[config.mk]
export PLATFORM = sky130hd
export DESIGN_NAME = gpr_scan_display_flat
export DESIGN_NICKNAME = d
export VERILOG_FILES = /design/src/rtl/gpr_scan_display_if.sv /design/src/rtl/gpr_scan_display.sv /design/src/flat_wrapper.sv
export SDC_FILE = /design/constraint.sdc
export NUM_CORES = 1
export LEC_CHECK = 0
export ABC_AREA = 1
export ABC_CLOCK_PERIOD_IN_PS = 1650
export CORE_MARGIN = 2
export CORE_UTILIZATION = 54
export CTS_CLUSTER_DIAMETER = 200
export DETAILED_ROUTE_END_ITERATION = 12
export PLACE_DENSITY_LB_ADDON = 0.08
export SYNTH_ARGS = -nofsm -noshare
export SYNTH_HDL_FRONTEND = slang
export SYNTH_SLANG_ARGS = --single-unit
export TNS_END_PERCENT = 5
[constraint.sdc]
create_clock -name CLK -period 1.65 [get_ports CLK]
set_input_delay 0.2475 -clock CLK [delete_from_list [all_inputs] [get_ports CLK]]
set_output_delay 0.2475 -clock CLK [all_outputs]
set_load 0.05 [all_outputs]
[src/rtl/gpr_scan_display_if.sv]
// Read-side GPR bus between the scan/display block and the GPR bank.
// The scanner drives the one-hot read enable and the board displays.
// The GPR bank answers combinationally on A_bus.
interface gpr_scan_display_if #(
  parameter int NUM_REGS = 8,
  parameter int WIDTH    = 16
);
  localparam int IDX_W = $clog2(NUM_REGS);

  logic [WIDTH-1:0]    A_bus;
  logic [NUM_REGS-1:0] RA_sel;
  logic [IDX_W-1:0]    reg_idx;
  logic                valid;
  logic [6:0]          HEX0;
  logic [6:0]          HEX1;
  logic [6:0]          HEX2;
  logic [6:0]          HEX3;
  logic [6:0]          HEX4;

  // Scanner side: reads A_bus, drives selects and displays.
  modport master (
    input  A_bus,
    output RA_sel, reg_idx, valid, HEX0, HEX1, HEX2, HEX3, HEX4
  );

  // GPR bank / board side: answers A_bus, observes the rest.
  modport slave (
    output A_bus,
    input  RA_sel, reg_idx, valid, HEX0, HEX1, HEX2, HEX3, HEX4
  );
endinterface

[src/rtl/gpr_scan_display.sv]
// GPR scan display: walks the GPR bank one register at a time.
// Each register gets a one-hot read enable for SELECT and CAPTURE.
// The returned value is latched into a shadow register.
// The register index and its value are shown on active-low 7-segment digits.
// Advance is automatic after a fixed dwell, or driven by STEP rising edges.
module gpr_scan_display #(
  parameter int NUM_REGS = 8,
  parameter int DWELL    = 50000000,
  parameter int WIDTH    = 16
) (
  input  logic CLK,
  input  logic CLR,
  input  logic RUN,
  input  logic STEP,
  gpr_scan_display_if.master bus
);

  localparam int IDX_W = $clog2(NUM_REGS);
  localparam int CNT_W = (DWELL > 1) ? $clog2(DWELL) : 1;
  localparam logic [CNT_W-1:0] DWELL_LAST = CNT_W'(DWELL - 1);
  localparam logic [IDX_W-1:0] IDX_LAST   = IDX_W'(NUM_REGS - 1);
  localparam logic [6:0]       SEG_ZERO   = 7'b1000000;

  typedef enum logic [1:0] {
    SELECT  = 2'd0,
    CAPTURE = 2'd1,
    HOLD    = 2'd2
  } state_t;

  state_t              state;
  state_t              state_next;
  logic [IDX_W-1:0]    idx;
  logic [IDX_W-1:0]    idx_next;
  logic [CNT_W-1:0]    dwell_cnt;
  logic [CNT_W-1:0]    dwell_next;
  logic [WIDTH-1:0]    shadow;
  logic                step_prev;
  logic                step_edge;
  logic                dwell_done;
  logic                advance;
  logic                valid_flag;
  logic [NUM_REGS-1:0] ra_sel;
  logic [6:0]          hex0;
  logic [6:0]          hex1;
  logic [6:0]          hex2;
  logic [6:0]          hex3;
  logic [6:0]          hex4;

  // Active-low 7-segment pattern for one hex nibble, bit6=g .. bit0=a.
  function automatic logic [6:0] seg7(input logic [3:0] nib);
    logic [6:0] pat;
    case (nib)
      4'h0:    pat = 7'b1000000;
      4'h1:    pat = 7'b1111001;
      4'h2:    pat = 7'b0100100;
      4'h3:    pat = 7'b0110000;
      4'h4:    pat = 7'b0011001;
      4'h5:    pat = 7'b0010010;
      4'h6:    pat = 7'b0000010;
      4'h7:    pat = 7'b1111000;
      4'h8:    pat = 7'b0000000;
      4'h9:    pat = 7'b0010000;
      4'hA:    pat = 7'b0001000;
      4'hB:    pat = 7'b0000011;
      4'hC:    pat = 7'b1000110;
      4'hD:    pat = 7'b0100001;
      4'hE:    pat = 7'b0000110;
      4'hF:    pat = 7'b0001110;
      default: pat = 7'b1111111;
    endcase
    return pat;
  endfunction

  // State register; reset restarts the scan at SELECT.
  always_ff @(posedge CLK) begin
    if (!CLR) begin
      state <= SELECT;
    end else begin
      state <= state_next;
    end
  end

  // Next-state logic: fixed one-cycle SELECT and CAPTURE, HOLD until advance.
  always_comb begin
    state_next = state;
    case (state)
      SELECT:  state_next = CAPTURE;
      CAPTURE: state_next = HOLD;
      HOLD: begin
        if (advance) begin
          state_next = SELECT;
        end else begin
          state_next = HOLD;
        end
      end
      default: state_next = SELECT;
    endcase
  end

  // Control outputs: advance decision, dwell counter update, and read enable.
  // STEP edges outside HOLD are dropped because advance is qualified by HOLD.
  // A simultaneous dwell expiry and STEP edge still produce one advance.
  // The read enable is gated by CLR so the bus is released while reset is held.
  always_comb begin
    step_edge  = STEP & ~step_prev;
    dwell_done = RUN & (dwell_cnt == DWELL_LAST);
    advance    = (state == HOLD) & (dwell_done | step_edge);

    if (idx == IDX_LAST) begin
      idx_next = '0;
    end else begin
      idx_next = idx + IDX_W'(1);
    end

    if ((state == HOLD) && RUN && !advance) begin
      dwell_next = dwell_cnt + CNT_W'(1);
    end else begin
      dwell_next = '0;
    end

    ra_sel = '0;
    if (CLR && ((state == SELECT) || (state == CAPTURE))) begin
      for (int i = 0; i < NUM_REGS; i++) begin
        ra_sel[i] = (idx == IDX_W'(i));
      end
    end else begin
      ra_sel = '0;
    end
  end

  // Scan position, dwell counter and STEP edge history.
  always_ff @(posedge CLK) begin
    if (!CLR) begin
      idx       <= '0;
      dwell_cnt <= '0;
      step_prev <= 1'b0;
    end else begin
      step_prev <= STEP;
      dwell_cnt <= dwell_next;
      if (advance) begin
        idx <= idx_next;
      end else begin
        idx <= idx;
      end
    end
  end

  // Latch A_bus on the CAPTURE exit edge; valid stays set until reset.
  always_ff @(posedge CLK) begin
    if (!CLR) begin
      shadow     <= '0;
      valid_flag <= 1'b0;
    end else if (state == CAPTURE) begin
      shadow     <= bus.A_bus;
      valid_flag <= 1'b1;
    end else begin
      shadow     <= shadow;
      valid_flag <= valid_flag;
    end
  end

  // Display registers refresh only in HOLD.
  // The digits therefore keep showing the previous register through SELECT and CAPTURE.
  always_ff @(posedge CLK) begin
    if (!CLR) begin
      hex0 <= SEG_ZERO;
      hex1 <= SEG_ZERO;
      hex2 <= SEG_ZERO;
      hex3 <= SEG_ZERO;
      hex4 <= SEG_ZERO;
    end else if (state == HOLD) begin
      hex0 <= seg7(shadow[3:0]);
      hex1 <= seg7(shadow[7:4]);
      hex2 <= seg7(shadow[11:8]);
      hex3 <= seg7(shadow[15:12]);
      hex4 <= seg7(4'(idx));
    end else begin
      hex0 <= hex0;
      hex1 <= hex1;
      hex2 <= hex2;
      hex3 <= hex3;
      hex4 <= hex4;
    end
  end

  assign bus.RA_sel  = ra_sel;
  assign bus.reg_idx = idx;
  assign bus.valid   = valid_flag;
  assign bus.HEX0    = hex0;
  assign bus.HEX1    = hex1;
  assign bus.HEX2    = hex2;
  assign bus.HEX3    = hex3;
  assign bus.HEX4    = hex4;

endmodule
[src/flat_wrapper.sv]
// flat-port wrapper written by rule: the top's interface ports become plain ports
module gpr_scan_display_flat 
#(
  parameter int NUM_REGS = 8,
  parameter int DWELL    = 50000000,
  parameter int WIDTH    = 16
)
  (CLK, CLR, RUN, STEP, bus_A_bus, bus_RA_sel, bus_reg_idx, bus_valid, bus_HEX0, bus_HEX1, bus_HEX2, bus_HEX3, bus_HEX4);
  gpr_scan_display_if #(.NUM_REGS(NUM_REGS), .WIDTH(WIDTH)) bus_i ();
  input  logic CLK;
  input  logic CLR;
  input  logic RUN;
  input  logic STEP;
  input wire logic [$bits(bus_i.A_bus)-1:0] bus_A_bus;
  output wire logic [$bits(bus_i.RA_sel)-1:0] bus_RA_sel;
  output wire logic [$bits(bus_i.reg_idx)-1:0] bus_reg_idx;
  output wire logic [$bits(bus_i.valid)-1:0] bus_valid;
  output wire logic [$bits(bus_i.HEX0)-1:0] bus_HEX0;
  output wire logic [$bits(bus_i.HEX1)-1:0] bus_HEX1;
  output wire logic [$bits(bus_i.HEX2)-1:0] bus_HEX2;
  output wire logic [$bits(bus_i.HEX3)-1:0] bus_HEX3;
  output wire logic [$bits(bus_i.HEX4)-1:0] bus_HEX4;
  assign bus_i.A_bus = bus_A_bus;
  assign bus_RA_sel = bus_i.RA_sel;
  assign bus_reg_idx = bus_i.reg_idx;
  assign bus_valid = bus_i.valid;
  assign bus_HEX0 = bus_i.HEX0;
  assign bus_HEX1 = bus_i.HEX1;
  assign bus_HEX2 = bus_i.HEX2;
  assign bus_HEX3 = bus_i.HEX3;
  assign bus_HEX4 = bus_i.HEX4;
  gpr_scan_display #(.NUM_REGS(NUM_REGS), .DWELL(DWELL), .WIDTH(WIDTH)) u_core (.CLK(CLK), .CLR(CLR), .RUN(RUN), .STEP(STEP), .bus(bus_i));
endmodule
== Yosys cells after proc, flatten, opt, wreduce, memory -nomap -nowiden ==
Memories as Yosys holds them, arrays and structs flattened. A register that Yosys moved wholly into a read port is not among the register bits.
Cells that the tools add are included.
Storage, ports and cells
  bits in registers: 49
  ROM bits: 504
  input bits: 20
  output and inout bits: 47
  logic and storage cells: 45
  memories: 5
Operators by class
  add/subtract/negate cells: 2
  equal/unequal tests: 10
  multiplexer cells: 4
  bitwise logic cells: 5
  reduce and logical (&&, ||, !) cells: 13
Memory list
  (no name shown): words 16, bits a word 7, read ports 1, clocked after memory_dff 1, wr ports 0, RTL line gpr_scan_display.sv:52  | case (nib)
  (no name shown): words 16, bits a word 7, read ports 1, clocked after memory_dff 1, wr ports 0, RTL line gpr_scan_display.sv:52
  (no name shown): words 16, bits a word 7, read ports 1, clocked after memory_dff 1, wr ports 0, RTL line gpr_scan_display.sv:52
  (no name shown): words 16, bits a word 7, read ports 1, clocked after memory_dff 1, wr ports 0, RTL line gpr_scan_display.sv:52
  (no name shown): words 8, bits a word 7, read ports 1, clocked after memory_dff 1, wr ports 0, RTL line gpr_scan_display.sv:52
Operators with widths (count)
  26-bit by 1-bit adder with 26-bit output (second input constant): 1
  26-bit equality test (second input constant): 1
  3-bit equality test (second input constant): 4
  8-bit two-way mux: 1
  3-bit by 2-bit equality test with 1-bit output (second input constant): 2
  1-bit logical NOT: 6
  2-bit one-hot mux with 3 select lines: 1
  3-bit by 1-bit adder with 3-bit output (second input constant): 1
  1-bit bitwise AND: 3
  3-bit by 1-bit equality test with 1-bit output (second input constant): 1
  1-bit logical AND: 3
  3-bit logical NOT: 1
  3-bit two-way mux: 1
  2-bit by 1-bit equality test with 1-bit output (second input constant): 1
  2-bit equality test (second input constant): 1
  2-bit logical NOT: 1
  2-bit two-way mux: 1
  2-bit AND reduction: 1
  1-bit logical OR: 1
  1-bit NOT: 1
  1-bit bitwise OR: 1

== Longest topological paths before layout ==
Gate-level depths: netlist of the first run.
  word-level depth: 7
  mapped depth: 11
  mapped depth without buffers: 11

== Least setup slack after synthesis of the first run ==
Ideal clock, no wire load.
  path type: reg-to-output
  start: register u_core.idx[2], in the netlist u_core.bus.reg_idx[2]
  end: output port bus_RA_sel[4]
  arrival time: 2190 ps
  data required time: 1402 ps
  path slack: -787 ps
  stages on the path, launching flop included: 4
  path buffers: 1
  path through: dfxtp_1 > clkbuf_1 > inv_1 > nor3_1
On the way
  word-level cells in the longest chain between the ends: 2
RTL lines
  from (decl): RTL line gpr_scan_display.sv:32  | logic [IDX_W-1:0] idx;
  from (signal assigned): RTL line gpr_scan_display.sv:141  | idx <= idx_next;
  from (signal assigned): RTL line gpr_scan_display.sv:143  | idx <= idx;
  3-bit equality test: RTL line gpr_scan_display.sv:124  | ra_sel[i] = (idx == IDX_W'(i));
  8-bit two-way mux: RTL line gpr_scan_display.sv:122  | if (CLR && ((state == SELECT) || (state == CAPTURE))) begin
  to (decl): RTL line flat_wrapper.sv:15  | output wire logic [$bits(bus_i.RA_sel)-1:0] bus_RA_sel;
Every way passes these cells.

== Worst setup path in the final report of the first run ==
  start: register u_core.idx[0], in the netlist u_core.bus.reg_idx[0]
  end: output port bus_RA_sel[2]
On the way
  word-level cells in the longest chain between the ends: 2
RTL lines (RTL line)
  3-bit by 2-bit equality test with 1-bit output: gpr_scan_display.sv:124
  8-bit two-way mux: gpr_scan_display.sv:122
Every way passes these cells.

==> flow_summary.ini, run 1 <==
[clock_tree]
insertion_delay_ns = 0.35
cts_tree = yes
htreeDepth = 3
numCtsBuffers = 9
cts_root_buffer = clkbuf_8
cts.hold.buffers_added = 0
cts.sinks = 84
cts_buffer_depth = 2
clkTransAtPathRegs_ns = 0.09

[route]
drtAntennaViolNets = 0
num_vias = 4081
drtIter0Drc = 152
via_per_inst = 5.140
drc = 0
routedWlPerCell_um = 12.79
first_pass_iters = 4
wirelength_mm = 10.15

[die]
io-pin-count = 67
coreArea_um2 = 8093
fp.dieW_um = 94.58
rows = 33
die_area_um2 = 8945
initial_core_util = 0.5475
die_h_um = 94.58

[setup_path]
required_ns = 1.40
crit_path_start = u_core.bus.reg_idx[0]
reg2reg_slack_ns = 0.14
cp_top_family = flip-flops
endpoint = bus_RA_sel[2]
startpoint_type = register
rr_endpoint = u_core.bus.reg_idx[2]
reg2reg_from = u_core.dwell_cnt[1]
end_kind = output port
cp.arrival_ns = 1.39
critical_path_depth = 5
worstRegToRegCells = 11
cpPeakStageDelay_ns = 0.42
worstSetupPathType = reg -> out
crit_slowest_cell = dfxtp_4
worstPathMaxFanout = 5
path_buf_inv = 2
cp_cell_sequence = inv_4, ha_1, nand2_1, nor2_4, buf_12

[sta]
maxSlewHeadroom = 0.7617
finalSetupViolCount = 0
fin_setup_tns_ns = 0
max_freq_mhz = 610.4
rsz0062_at_grt = yes
drv_slew = 0
min_period_ns = 1.638
hold_viol = 0
finalCritPeriodShare = 0.9930
skew_ns = 0.005623
worstMarginPinSlew_ns = 0.3570

[cells_and_area]
layout-drive-gt1-share = 0.1959
most-common-layout-cells = nand2_1, dfxtp_1, o21ai_0, nor2_1, inv_1
fin_nets = 736
areaGrowthSynthToFinish_pct = 28.41
final_core_util = 0.7030
final_common_cell = nand2_1
antenna_cells = 0

[hold_path]
hp-class = in -> reg
hold_depth = 3

[synthesis]
synth_cell_types = 32
yosys-top-cells-area = dfxtp_1, nand2_1, ha_1
ys_async_sr_fraction = 0
synth_nets = 665
synth.avg_cell_area_um2 = 7.228
netlist_area_um2 = 4430
ys.flop_type = dfxtp_1
synth_edf_count = 0
ys_seq_area_frac = 0.3796
synth_seq_cells = 84
synth_warnings = 0
synth_top_cell_area_share = 0.3796
synth_top_cell_by_area = dfxtp_1
syn_inst = 613

[global_route]
grt-busiest-layer = met2
grt_max_degree = 55
met2_usage = 0.4006
grtUsageTotal = 0.2361
grt_pass1_vias = 3677
use_met1 = 0.3088
grt_antenna_before_repair = 0
grt_pass1_wl_mm = 16.90
grt-ovfl-total = 0
grt.met3_usage = 0.03591

[placement]
portBuffers = 66
hpwl_mm = 7.322
gp_congestion = 0.8865

[flow_run]
maxCapViolCount = 0

[power_and_ir_drop]
power_leakage_nw = 2.227
peakVddDrop_v = 0.0004946
power.density_nw_per_um2 = 865.9

[status]
run_status = completed
[worst reg2reg max path: cells and delay by family (launching register included)]
kind,cells,cell delay (ns)
buffers and inverters,1,0.10
flip-flops,1,0.37
adder cells (fa/ha/maj),1,0.16
AND/OR/NAND/NOR,9,0.84
[Yosys cell counts (2+ instances only)]
master / n
o22ai_1: 2
inv_1: 62
xor2_1: 14
o221a_2: 2
buf_2: 2
o211ai_1: 6
o21a_1: 2
nand3_1: 23
inv_2: 4
clkbuf_2: 2
clkbuf_1: 18
nand4_1: 4
nor2_2: 13
nand2_1: 127
a31oi_1: 11
ha_1: 32
o21ai_0: 62
xnor2_1: 3
nor3_1: 11
nor2_4: 2
nand3b_1: 3
nor2_1: 64
a21oi_1: 51
dfxtp_1: 84
o221ai_1: 2
[flip-flops by register name, summed over array words and instances (netlist names)]
register / cells
u_core.step_prev: 1
u_core.bus.HEX2: 7
u_core.shadow: 16
u_core.bus.HEX0: 7
u_core.bus.HEX3: 7
u_core.bus.reg_idx: 3
u_core.bus.valid: 1
u_core.bus.HEX1: 7
u_core.dwell_cnt: 26
u_core.bus.HEX4: 7
u_core.state: 2
[per-stage QoR]
| step | total power, mW | setup slack (ns) | cells | hold slack (ns) | instance area, um2 |
|---|---|---|---|---|---|
| final | 4.926 | 0.01163 | 794 | 0.2490 | 5689 |
| after global placement | 3.335 | 0.01006 | 774 | 0.4554 | 5328 |
| after global routing | 5.171 | -0.04834 | 794 | 0.2371 | 5689 |
| after floorplan | 3.025 | -0.02079 | 613 | 0.3410 | 4519 |
| after CTS | 4.943 | -0.01880 | 792 | 0.2443 | 5604 |
| after detailed placement | 3.355 | 0.005024 | 774 | 0.4633 | 5328 |
[per-layer routing]
| metal | vias to the layer above | share of wire |
|---|---|---|
| li1 | 2147 | - |
| met1 | 1854 | 0.47 |
| met2 | 72 | 0.48 |
| met3 | 8 | 0.036 |
| met4 | 0 | 0.0093 |
| met5 | - | 0 |
[timing repair]
item / in CTS / in global routing
buffers inserted: 2 / 2
pin swaps: 4 / 4
gates resized for setup: 14 / 17
setup endpoints to repair: 8 / 38
[cells by family (layout without fill, tap and decap cells)]
group           after synthesis  count (layout)  share of synthesized area
flops                        84              84                     0.3796
compound gates              138             138                     0.1686
fa+ha+maj                    32              32                    0.09037
buf+inv                      91             167                    0.08359
simple gates                251             251                     0.2443
xor+xnor                     17              17                    0.03361
[worst min-delay path by stage]
stage / to / start
after floorplan: u_core.step_prev / STEP
after global placement: u_core.bus.HEX0[3] / u_core.bus.HEX0[3]
after detailed placement: u_core.bus.HEX3[5] / u_core.bus.HEX3[5]
after CTS: u_core.state[1] / CLR
after global routing: u_core.state[1] / CLR
final: u_core.bus.reg_idx[1] / CLR
[report_power, final]
group	internal, mW	switching, mW
clock network	0.832	0.760
logic	0.369	0.698
registers	2.14	0.123
[final cells by class]
| class | count | area, um2 |
|---|---|---|
| multi-input cells | 438 | 2560 |
| fillers | 674 | 2404 |
| flip-flops and latches | 84 | 1695 |
| repair buffers | 84 | 823.3 |
| inverters | 67 | 259.0 |
| clock buffers | 12 | 165.2 |
| well taps | 105 | 131.4 |
| clock inverters | 4 | 55.05 |
No activity file was read; power rests on OpenSTA's default activity.
==> inputs of run 2 (changes only) <==
--- a/config.mk
+++ b/config.mk
@@ -11,7 +11,7 @@
 export CORE_UTILIZATION = 54
 export CTS_CLUSTER_DIAMETER = 200
 export DETAILED_ROUTE_END_ITERATION = 12
-export PLACE_DENSITY_LB_ADDON = 0.08
+export PLACE_DENSITY = 0.88
 export SYNTH_ARGS = -nofsm -noshare
 export SYNTH_HDL_FRONTEND = slang
 export SYNTH_SLANG_ARGS = --single-unit
==> flow_summary.ini, run 2 (synthesized netlist as in run 1, its figures left out) <==
[route]
routedWlPerCell_um = 13.31
via_per_inst = 5.327
num_vias = 4235
drtAntennaViolNets = 0
wirelength_mm = 10.58
drtIter0Drc = 200
drc = 0
first_pass_iters = 5

[global_route]
grt_max_degree = 41
grt_pass1_wl_mm = 17.22
grt_antenna_before_repair = 0
grtUsageTotal = 0.2405
grt-ovfl-total = 0
grt_pass1_vias = 3898

[setup_path]
required_ns = 1.40
worstSetupPathType = reg -> out
end_kind = output port
crit_path_start = u_core.bus.reg_idx[2]
worstPathMaxFanout = 6
endpoint = bus_RA_sel[4]
reg2reg_slack_ns = 0.09
cp.arrival_ns = 1.41
startpoint_type = register
reg2reg_from = u_core.dwell_cnt[0]
rr_endpoint = u_core.dwell_cnt[7]
worstRegToRegCells = 11

[sta]
layout_setup_ws_ns = -0.01069
hold_viol = 0
rsz0062_at_grt = yes
skew_ns = 0.009747
maxSlewHeadroom = 0.7643
finalSetupViolCount = 4
max_freq_mhz = 602.2
drv_slew = 0
min_period_ns = 1.661
finalCritPeriodShare = 1.006
fin_setup_tns_ns = -0.02371
worstMarginPinSlew_ns = 0.3530

[die]
coreArea_um2 = 8093
initial_core_util = 0.5475
die_h_um = 94.58
io-pin-count = 67
fp.dieW_um = 94.58
die_area_um2 = 8945
rows = 33

[clock_tree]
numCtsBuffers = 9
clkTransAtPathRegs_ns = 0.08
cts.sinks = 84
cts_buffer_depth = 2
cts_root_buffer = clkbuf_8
htreeDepth = 3
cts_tree = yes
insertion_delay_ns = 0.36

[hold_path]
hp-class = in -> reg

[cells_and_area]
finalInstanceArea_um2 = 5645
most-common-layout-cells = nand2_1, dfxtp_1, o21ai_0, nor2_1, inv_1
final_core_util = 0.6976
layout-drive-gt1-share = 0.1971
final_common_cell = nand2_1
largest_reg_flops = 26
areaGrowthSynthToFinish_pct = 27.42
fin_nets = 737
regMostFlops = u_core.dwell_cnt
reg_top3 = u_core.dwell_cnt: 26 flops, u_core.shadow: 16 flops
antenna_cells = 0

[power_and_ir_drop]
power.density_nw_per_um2 = 837.1
peakVddDrop_v = 0.0005992
power_leakage_nw = 2.220

[status]
run_status = finished with violations
violations = setup timing

[placement]
gp_congestion = 0.9364
hpwl_mm = 7.474
portBuffers = 66
place_area_um2 = 5333

[flow_run]
maxCapViolCount = 0
run 2: report_power, final:
group,switching (mW),internal (mW),leakage [nW]
Clock,0.754,0.629,0.0917
Combinational,0.708,0.370,1.44
Sequential,0.121,2.14,0.688
Total,1.58,3.14,2.22
run 2: layout make-up:
cell class | instances | area (um2)
Inverter | 67 | 260.3
Clock buffer | 11 | 151.4
Multi-Input combinational cell | 439 | 2535
Clock inverter | 5 | 33.78
Tap cell | 105 | 131.4
Sequential cell | 84 | 1695
Timing Repair Buffer | 84 | 838.3
Fill cell | 622 | 2447
run 2: how the worst min path moves through the flow:
stage | end | cells after the start | slack [ns] | start
floorplan | u_core.step_prev | 2 | 0.34 | STEP
global placement | u_core.bus.HEX1[6] | 2 | 0.46 | u_core.bus.HEX1[6]
detailed placement | u_core.bus.HEX3[5] | 2 | 0.47 | u_core.bus.HEX3[5]
CTS | u_core.step_prev | 3 | 0.43 | STEP
global route | u_core.state[0] | 3 | 0.42 | CLR
finish | u_core.state[0] | 3 | 0.41 | CLR
run 2: per-stage QoR:
stage          hold slack, ns  power [mW]  setup WS [ns]  cells
6_report               0.4058       4.726       -0.01069    795
5_1_grt                0.4168       4.942       -0.06801    795
4_1_cts                0.4349       4.727       -0.02262    793
3_5_place_dp           0.4666       3.356       -0.03307    774
3_3_place_gp           0.4585       3.328      -0.006105    774
2_1_floorplan          0.3410       3.025       -0.02079    613
run 2: worst max-delay path, cell delays in order, from the launching register on:
cell	delay [ns]
dfxtp_4	0.38
clkinvlp_4	0.16
buf_6	0.17
nor3_4	0.19
buf_12	0.16
run 2: routing by layer:
| metal | global-route usage | wire, um |
|---|---|---|
| met1 | 0.3020 | 4707 |
| met2 | 0.4089 | 5103 |
| met3 | 0.05666 | 598 |
| met4 | 0.07609 | 170 |
| met5 | 0 | 0 |
run 2: timing repair:
action / 4_1_cts / 5_1_grt
gates cloned: 1 / 0
pin swaps: 5 / 4
setup buffers: 2 / 2
endpoints found under the hold margin: 0 / 0
setup endpoints to repair: 8 / 37
hold buffers: 0 / 0
gates resized for setup: 12 / 18
